$ cat src/rtl/regfile_writeback.sv
// -----------------------------------------------------------------------------
// regfile_writeback
//
// Writeback stage that sits directly in front of the register file write port.
// ALU results take one cycle and load results take a variable number of cycles.
// This stage merges both onto the single write port. Load results are buffered
// in a small FIFO. A pending-write scoreboard lets issue logic stall on RAW
// hazards.
//
// Ports
//   clk         clock, all state updates on the rising edge
//   rst         synchronous active-high reset
//   issue_en    an instruction writing issue_num is issued this cycle
//   issue_num   destination register of the issued instruction
//   alu_valid   ALU result present (alu_num / alu_data)
//   alu_ready   ALU result accepted when alu_valid && alu_ready (registered)
//   mem_valid   load result present (mem_num / mem_data)
//   mem_ready   load result enqueued when mem_valid && mem_ready (registered)
//   wr_num      register file write address (registered)
//   wr_data     register file write data (registered)
//   wr_en       register file write enable (registered, never set for r0)
//   busy        busy[r]=1 while a write to r is outstanding; bit 0 is tied low
//   fifo_count  current load FIFO occupancy, 0..FIFO_DEPTH
// -----------------------------------------------------------------------------
module regfile_writeback #(
  parameter int FIFO_DEPTH   = 4,  // load FIFO entries, power of two, >= 2
  parameter int STARVE_LIMIT = 3   // cycles the FIFO head may wait before the ALU is throttled
) (
  input  logic                          clk,
  input  logic                          rst,
  input  logic                          issue_en,
  input  logic [3:0]                    issue_num,
  input  logic                          alu_valid,
  output logic                          alu_ready,
  input  logic [3:0]                    alu_num,
  input  logic [31:0]                   alu_data,
  input  logic                          mem_valid,
  output logic                          mem_ready,
  input  logic [3:0]                    mem_num,
  input  logic [31:0]                   mem_data,
  output logic [3:0]                    wr_num,
  output logic [31:0]                   wr_data,
  output logic                          wr_en,
  output logic [15:0]                   busy,
  output logic [$clog2(FIFO_DEPTH):0]   fifo_count
);

  localparam int PW = $clog2(FIFO_DEPTH);        // pointer width
  localparam int CW = PW + 1;                    // occupancy width (holds FIFO_DEPTH)
  localparam int SW = $clog2(STARVE_LIMIT + 1);  // starvation counter width

  localparam logic [CW-1:0] DEPTH_C = CW'(FIFO_DEPTH);
  localparam logic [SW-1:0] LIMIT_C = SW'(STARVE_LIMIT);

  // ---------------------------------------------------------------------------
  // State
  // ---------------------------------------------------------------------------
  // FIFO storage: {num, data}. Not reset; reset only clears the pointers and count.
  logic [35:0]   r_fifo_mem [FIFO_DEPTH];
  logic [PW-1:0] r_wr_ptr;
  logic [PW-1:0] r_rd_ptr;
  logic [CW-1:0] r_count;

  logic [SW-1:0] r_starve;
  logic          r_alu_ready;
  logic          r_mem_ready;

  logic          r_wr_en;
  logic [3:0]    r_wr_num;
  logic [31:0]   r_wr_data;

  logic [15:0]   r_busy;

  // ---------------------------------------------------------------------------
  // Arbitration
  // ---------------------------------------------------------------------------
  logic          w_empty;
  logic          w_alu_win;
  logic          w_deq;
  logic          w_enq;
  logic [35:0]   w_head;
  logic [3:0]    w_head_num;
  logic [31:0]   w_head_data;

  assign w_empty     = (r_count == '0);
  // An accepted ALU result always wins. The FIFO head is written only in cycles
  // without an accepted ALU result. The starvation throttle pulls alu_ready
  // low to force such a cycle.
  assign w_alu_win   = alu_valid && r_alu_ready;
  assign w_deq       = !w_alu_win && !w_empty;
  // mem_ready is low while the FIFO is full, so an enqueue never meets a full FIFO.
  assign w_enq       = mem_valid && r_mem_ready;
  assign w_head      = r_fifo_mem[r_rd_ptr];
  assign w_head_num  = w_head[35:32];
  assign w_head_data = w_head[31:0];

  // ---------------------------------------------------------------------------
  // FIFO occupancy and starvation bookkeeping
  // ---------------------------------------------------------------------------
  logic [CW-1:0] w_count_next;
  logic [SW-1:0] w_starve_next;

  always_comb begin
    w_count_next = r_count;
    case ({w_enq, w_deq})
      2'b10:   w_count_next = r_count + CW'(1);
      2'b01:   w_count_next = r_count - CW'(1);
      default: w_count_next = r_count;
    endcase
  end

  // Counts the cycles in which a waiting head was passed over. The counter
  // saturates at the limit. It cannot go past the limit because the throttle
  // forces a dequeue at that point.
  always_comb begin
    w_starve_next = r_starve;
    if (w_empty || w_deq) begin
      w_starve_next = '0;
    end else if (r_starve != LIMIT_C) begin
      w_starve_next = r_starve + SW'(1);
    end
  end

  // ---------------------------------------------------------------------------
  // FIFO storage and pointers
  // ---------------------------------------------------------------------------
  always_ff @(posedge clk) begin
    if (w_enq) begin
      r_fifo_mem[r_wr_ptr] <= {mem_num, mem_data};
    end
  end

  // Pointers are exactly log2(FIFO_DEPTH) bits wide, so incrementing wraps them
  // modulo the depth.
  always_ff @(posedge clk) begin
    if (rst) begin
      r_wr_ptr    <= '0;
      r_rd_ptr    <= '0;
      r_count     <= '0;
      r_starve    <= '0;
      r_alu_ready <= 1'b1;
      r_mem_ready <= 1'b1;
    end else begin
      if (w_enq) begin
        r_wr_ptr <= r_wr_ptr + PW'(1);
      end
      if (w_deq) begin
        r_rd_ptr <= r_rd_ptr + PW'(1);
      end
      r_count     <= w_count_next;
      r_starve    <= w_starve_next;
      // Both ready flags are registered from next-state values. They always
      // agree with the occupancy and counter shown in the same cycle.
      r_alu_ready <= (w_starve_next < LIMIT_C);
      r_mem_ready <= (w_count_next < DEPTH_C);
    end
  end

  // ---------------------------------------------------------------------------
  // Write port register
  // ---------------------------------------------------------------------------
  // An r0 destination still consumes its slot and updates wr_num/wr_data, but
  // the enable is suppressed.
  always_ff @(posedge clk) begin
    if (rst) begin
      r_wr_en   <= 1'b0;
      r_wr_num  <= '0;
      r_wr_data <= '0;
    end else if (w_alu_win) begin
      r_wr_en   <= (alu_num != 4'd0);
      r_wr_num  <= alu_num;
      r_wr_data <= alu_data;
    end else if (w_deq) begin
      r_wr_en   <= (w_head_num != 4'd0);
      r_wr_num  <= w_head_num;
      r_wr_data <= w_head_data;
    end else begin
      r_wr_en   <= 1'b0;
    end
  end

  // ---------------------------------------------------------------------------
  // Scoreboard
  // ---------------------------------------------------------------------------
  // A write in progress on the port clears its register. A new issue to the
  // same register on the same edge keeps it busy, because the newer
  // instruction is still pending.
  logic [15:0] w_busy_next;

  assign w_busy_next[0] = 1'b0;

  for (genvar gi = 1; gi < 16; gi++) begin : g_busy
    logic w_set;
    logic w_clr;
    assign w_set = issue_en && (issue_num == 4'(gi));
    assign w_clr = r_wr_en && (r_wr_num == 4'(gi));
    assign w_busy_next[gi] = w_set ? 1'b1 : (w_clr ? 1'b0 : r_busy[gi]);
  end

  always_ff @(posedge clk) begin
    if (rst) begin
      r_busy <= '0;
    end else begin
      r_busy <= w_busy_next;
    end
  end

  // ---------------------------------------------------------------------------
  // Outputs
  // ---------------------------------------------------------------------------
  assign alu_ready  = r_alu_ready;
  assign mem_ready  = r_mem_ready;
  assign wr_en      = r_wr_en;
  assign wr_num     = r_wr_num;
  assign wr_data    = r_wr_data;
  assign busy       = r_busy;
  assign fifo_count = r_count;

endmodule

$ cat config.mk
export PLATFORM = sky130hd
export DESIGN_NAME = regfile_writeback
export DESIGN_NICKNAME = d
export VERILOG_FILES = /design/src/rtl/regfile_writeback.sv
export SDC_FILE = /design/constraint.sdc
export NUM_CORES = 1
export LEC_CHECK = 0
export CELL_PAD_IN_SITES_DETAIL_PLACEMENT = 0
export CELL_PAD_IN_SITES_GLOBAL_PLACEMENT = 1
export CORE_ASPECT_RATIO = 1.75
export CORE_MARGIN = 2
export CORE_UTILIZATION = 45
export CTS_CLUSTER_SIZE = 20
export DETAILED_ROUTE_END_ITERATION = 8
export DONT_BUFFER_PORTS = 1
export PLACE_DENSITY = 0.84
export SYNTH_ARGS = -nofsm -noshare
export SYNTH_HDL_FRONTEND = slang
export SYNTH_SLANG_ARGS = --single-unit
$ cat constraint.sdc
create_clock -name clk -period 2.4 [get_ports clk]
set_clock_uncertainty 0.05 [all_clocks]
set_input_delay 0.48 -clock clk [delete_from_list [all_inputs] [get_ports clk]]
set_output_delay 0.48 -clock clk [all_outputs]
set_load 0.01 [all_outputs]
[Word-level counts from Yosys, hierarchy flattened]
Memories as Yosys holds them, arrays and structs flattened. A register that Yosys moved wholly into a read port is not among the register bits.
Index checks and enable logic that the tools add are counted.
Storage, ports and cells
  RAM bits: 144
  register bits after elaboration: 64
  input port bits: 81
  memories kept: 1
  output and inout bits: 58
  bits in latches: 0
  ROM bits: 0
  word-level logic and storage cells: 164
Operators by class
  shift-type cells: 0
  equality and inequality tests: 33
  multiply operators: 0
  muxes and demuxes: 43
  div/mod/pow operators: 0
  add/subtract/negate cells: 5
  reductions and logical operators: 55
  order comparisons: 2
  bitwise logic cells: 0
Memories
  r_fifo_mem: words 4, bits a word 36, read ports 1, clocked after Yosys merged registers in 1, write ports 1, RTL line 59  | logic [35:0] r_fifo_mem [FIFO_DEPTH];
Operators with widths (number)
  equality test 4 bit (second input constant): 16
  two-way mux 32 bit: 2
  two-way mux 1 bit: 34
  logical AND 1 bit: 33
  equality test 4 x 3 -> 1 bit (second input constant): 8
  nonzero test 2 bit: 16
  equality test 4 x 2 -> 1 bit (second input constant): 4
  equality test 4 x 1 -> 1 bit (second input constant): 2
  two-way mux 2 bit: 4
  two-way mux 4 bit: 2
  nonzero test 4 bit: 2
  adder 2 x 1 -> 2 bit (second input constant): 3
  case mux 3 bit (2 select lines): 1
  adder 3 x 1 -> 3 bit (second input constant): 1
  zero test 3 bit: 1
  < comparator 3 bit (second input constant): 1
  subtractor 3 x 1 -> 3 bit (second input constant): 1
  equality test 2 x 1 -> 1 bit (second input constant): 1
  equality test 2 bit (second input constant): 1
  zero test 1 bit: 2
  < comparator 2 bit (second input constant): 1
  inequality test 2 bit (second input constant): 1
  logical OR 1 bit: 1

[Longest topological paths before layout]
  depth after elaboration: 6
  mapped depth: 8
  gate-level depth less buffers: 7

[Worst setup path before layout]
No wires, ideal clock.
  kind: reg2reg
  from: reg r_count[1], in the netlist fifo_count[1]
  to: reg r_mem_ready, in the netlist mem_ready
  buffers on the path: 1
  stages on the path, launching flop included: 9
  slack: 0.087 ns
  clock period less this slack: 2.313 ns
  setup time: 0.114 ns
  data required time: 2.236 ns
  arrival time: 2.150 ns
  cells stage by stage: dfxtp_1 > nor3_4 > buf_4 > nor2_1 > ha_1 > fa_1 > xnor2_1 > or3_1 > a21o_1
Between the ends
  word-level cells in the longest chain between the ends: 6
  elaborated cells between the ends (all ways): 9
  those cells by class: add/sub: 2; order compare: 1; eq/ne: 2; mux: 1; reduce/logical: 3
RTL lines
  start: declaration: RTL line 62  | logic [CW-1:0] r_count;
  start signal: assignment: RTL line 150  | r_count <= w_count_next;
  zero test 3 bit (*): RTL line 85  | assign w_empty = (r_count == '0);
  zero test 1 bit (*): RTL line 90  | assign w_deq = !w_alu_win && !w_empty;
  logical AND 1 bit (*): RTL line 90
  via w_deq: RTL line 79  | logic w_deq;
  equality test 2 x 1 -> 1 bit or equality test 2 bit (tied branches): RTL line 105  | case ({w_enq, w_deq})
  case mux 3 bit (2 select lines) (*): RTL line 105
  < comparator 3 bit (*): RTL line 155  | r_mem_ready <= (w_count_next < DEPTH_C);
  end signal: assignment: RTL line 155
  end: declaration: RTL line 66  | logic r_mem_ready;
The timed path passes the listed nets; every way through them passes the cells marked *.
A chain may end at the register's enable or synchronous reset.

[Final worst setup path]
  from: reg r_alu_ready, in the netlist alu_ready
  to: reg r_mem_ready, in the netlist mem_ready
Between the ends
  word-level cells in the longest chain between the ends: 6
  elaborated cells between the ends (all ways): 7
  those cells by class: order compare: 1; eq/ne: 2; mux: 1; reduce/logical: 3
RTL lines
  start: declaration: RTL line 65  | logic r_alu_ready;
  start signal: assignment: RTL line 154  | r_alu_ready <= (w_starve_next < LIMIT_C);
  logical AND 1 bit (*): RTL line 89  | assign w_alu_win = alu_valid && r_alu_ready;
  zero test 1 bit (*): RTL line 90
  logical AND 1 bit (*): RTL line 90
  via w_deq: RTL line 79
  equality test 2 x 1 -> 1 bit or equality test 2 bit (tied branches): RTL line 105
  case mux 3 bit (2 select lines) (*): RTL line 105
  < comparator 3 bit (*): RTL line 155
Marks and branches as above.

==> flow_metrics.tcl <==
set metrics [dict create \
    status "complete, no violations" \
    ys.warnings.count 0 \
    setup_viol 0 \
    wl_per_cell_um 22.03 \
    area_growth_pct 11.68 \
    place_congestion 0.8663 \
    grt_usage_pct 17.14 \
    die_h_um 181.4 \
    synth_area_leader_cell "edfxtp_1" \
    async_flop_share_pct 0 \
    post_drt_via_cell_ratio 5.736 \
    grt_max_degree 55 \
    die_width_um 105.4 \
    required_ns 2.73 \
    vdd_ir_drop_max_mv 0.8020 \
    syn-instance-count 489 \
    finalSetupTns_ns 0 \
    grt-ovfl-total 0 \
    synth_flop_cell "edfxtp_1" \
    tightest_slew_ns 0.7307 \
    numCtsBuffers 19 \
    diodes 0 \
    grt_setup_unrepaired "no" \
    timing.final.crit_share_pct 90.54 \
    worst_slack_ns 0.2270 \
    ant_nets 0 \
    synth_edf_count 144 \
    ff2ff_setup_slack_ns 0.23 \
    slew_viol_final 0 \
    ys_types 42 \
    remaining_drc_errors 0 \
    whs_ns 0.02257 \
    final_hold_viol_count 0 \
    dp_cells 709 \
    cts.sink_count 209 \
    num_rows 64 \
    critPathLaunchType "flip-flop" \
    synth_seq_cells 209 \
    dieArea_um2 19120 \
    syn_area_per_cell_um2 16.55 \
    ctsLongestPathBuffers 3 \
    cts_root_buf "clkbuf_16" \
    cp.arrival_ns 2.50 \
    hp-class "input pin to flip-flop" \
    initial_utilization_pct 46.16 \
    fin_cells 743 \
    leakagePower_nw 3.113 \
    via_count 4262 \
    yosysTopAreaCellShare_pct 53.42 \
    ys_seq_area_share_pct 69.49 \
    htreeDepth 1 \
    grt_pass1_wl_um 25090 \
    cts_resized 0 \
    synth_common_cells "edfxtp_1, dfxtp_1, nor2_1" \
    crit_fanout 3 \
    grt_pass1_vias 4505 \
    core_um2 17540 \
    finalCriticalPeriod_ns 2.173 \
    nets 587 \
    synth_most_common_cell "edfxtp_1" \
    slew_headroom_pct 51.29 \
    fmax_mhz 460.2 \
    synth_area_leaders "edfxtp_1, dfxtp_1, mux4_1" \
    synth_nets 576 \
    dp_hpwl_um 10850 \
    fin_util_pct 51.56 \
    cts.clk_slew.worst_paths_ns 0.07 \
    cap_violations 0 \
    setup.worst_path.end_class "flip-flop" \
    tritoncts "yes" \
    critPathKind "flip-flop to flip-flop" \
    ios 139 \
    pre_cts_ws_ns 0.2111 \
    layout-drive-gt1-share_pct 12.89 \
    drtPass1Iterations 4 \
    drt-total-wl_um 16370 \
    syn-cell-area_um2 8095 \
    power_density_nw_per_um2 1071 \
    antenna_found_initial 0 \
    worstSkewPairLatency_ns 0.48 \
    port_buffers 0 \
    drt_iter0_markers 319 \
]
area by class of cell:
class,count,area (um2)
Multi-Input combinational cell,249,2307
Timing Repair Buffer,17,155.1
Sequential cell,209,5628
Inverter,4,15.01
Clock inverter,9,152.6
Clock buffer,24,494.2
Fill cell,1418,8496
Tap cell,231,289.0
stage by stage:
| stage | cell area, um2 | power (mW) |
|---|---|---|
| after floorplan | 8095 | 6.195 |
| after global placement | 8384 | 6.553 |
| after detailed placement | 8384 | 6.646 |
| after CTS | 9041 | 9.808 |
| after global routing | 9041 | 10.10 |
| final | 9041 | 9.679 |
per-layer routing:
| metal | routed length (um) | track usage [%] | vias up | share of wire (%) |
|---|---|---|---|---|
| li1 | - | - | 1952 | - |
| met3 | 1126 | 4.487 | 28 | 6.9 |
| met4 | 434 | 5.973 | 0 | 2.7 |
| met2 | 9062 | 32.52 | 145 | 55 |
| met5 | 0 | 0 | - | 0 |
| met1 | 5747 | 17.91 | 2137 | 35 |
repair_timing:
action / CTS / global route
hold buffers: 1 / 0
setup buffers: 0 / 0
endpoints found under the hold margin: 10 / 0
cell usage in the layout (no fill, tap or decap), drive strengths merged, types with 6 or more instances in the layout:
cell | synthesis | layout
o21ai | 17 | 17
nor2 | 41 | 41
dfxtp | 65 | 65
nand2 | 16 | 16
edfxtp | 144 | 144
mux4 | 36 | 36
mux2i | 37 | 37
a211oi | 36 | 36
clkbuf | 15 | 24
a21oi | 20 | 20
buf | 12 | 16
nand3 | 6 | 6
cells by family after synthesis:
logic type | after synthesis | synth area share (%)
flops | 209 | 69.49
other cells | 1 | 0.04632
xor+xnor | 3 | 0.3246
fa+ha+maj | 6 | 1.020
mux | 73 | 15.70
compound gates | 79 | 6.183
buf+inv | 31 | 2.102
simple gates | 87 | 5.132
worst max-delay path: stages (launching register included):
cell and delay [ns]:
dfxtp_1 0.40, and2_0 0.24, nor2_1 0.07, ha_1 0.24
fa_1 0.40, xnor2_1 0.15, or3_1 0.33, a21o_1 0.18
worst paths after layout:
check                           cells past startpoint        start   endpoint
worst max-delay path                                7    alu_ready  mem_ready
worst min-delay path                                1          rst    busy[8]
worst max register to register                      7    alu_ready  mem_ready
worst min register to register                      1  r_starve[1]  alu_ready
sequential cells by signal, summed over array words and instances, names as in the netlist, 2 cells and up, named ones only:
register	cells
r_starve	2
wr_data	32
fifo_count	2
busy	15
r_fifo_mem	144
r_rd_ptr	2
r_wr_ptr	2
wr_num	4
power by group:
group / total, mW / leakage, nW / switching, mW / internal, mW
Combinational: 1.89 / 0.938 / 0.974 / 0.915
Clock: 3.15 / 0.317 / 1.25 / 1.90
Sequential: 4.64 / 1.86 / 0.303 / 4.34
(Power assumes the default switching activity.)
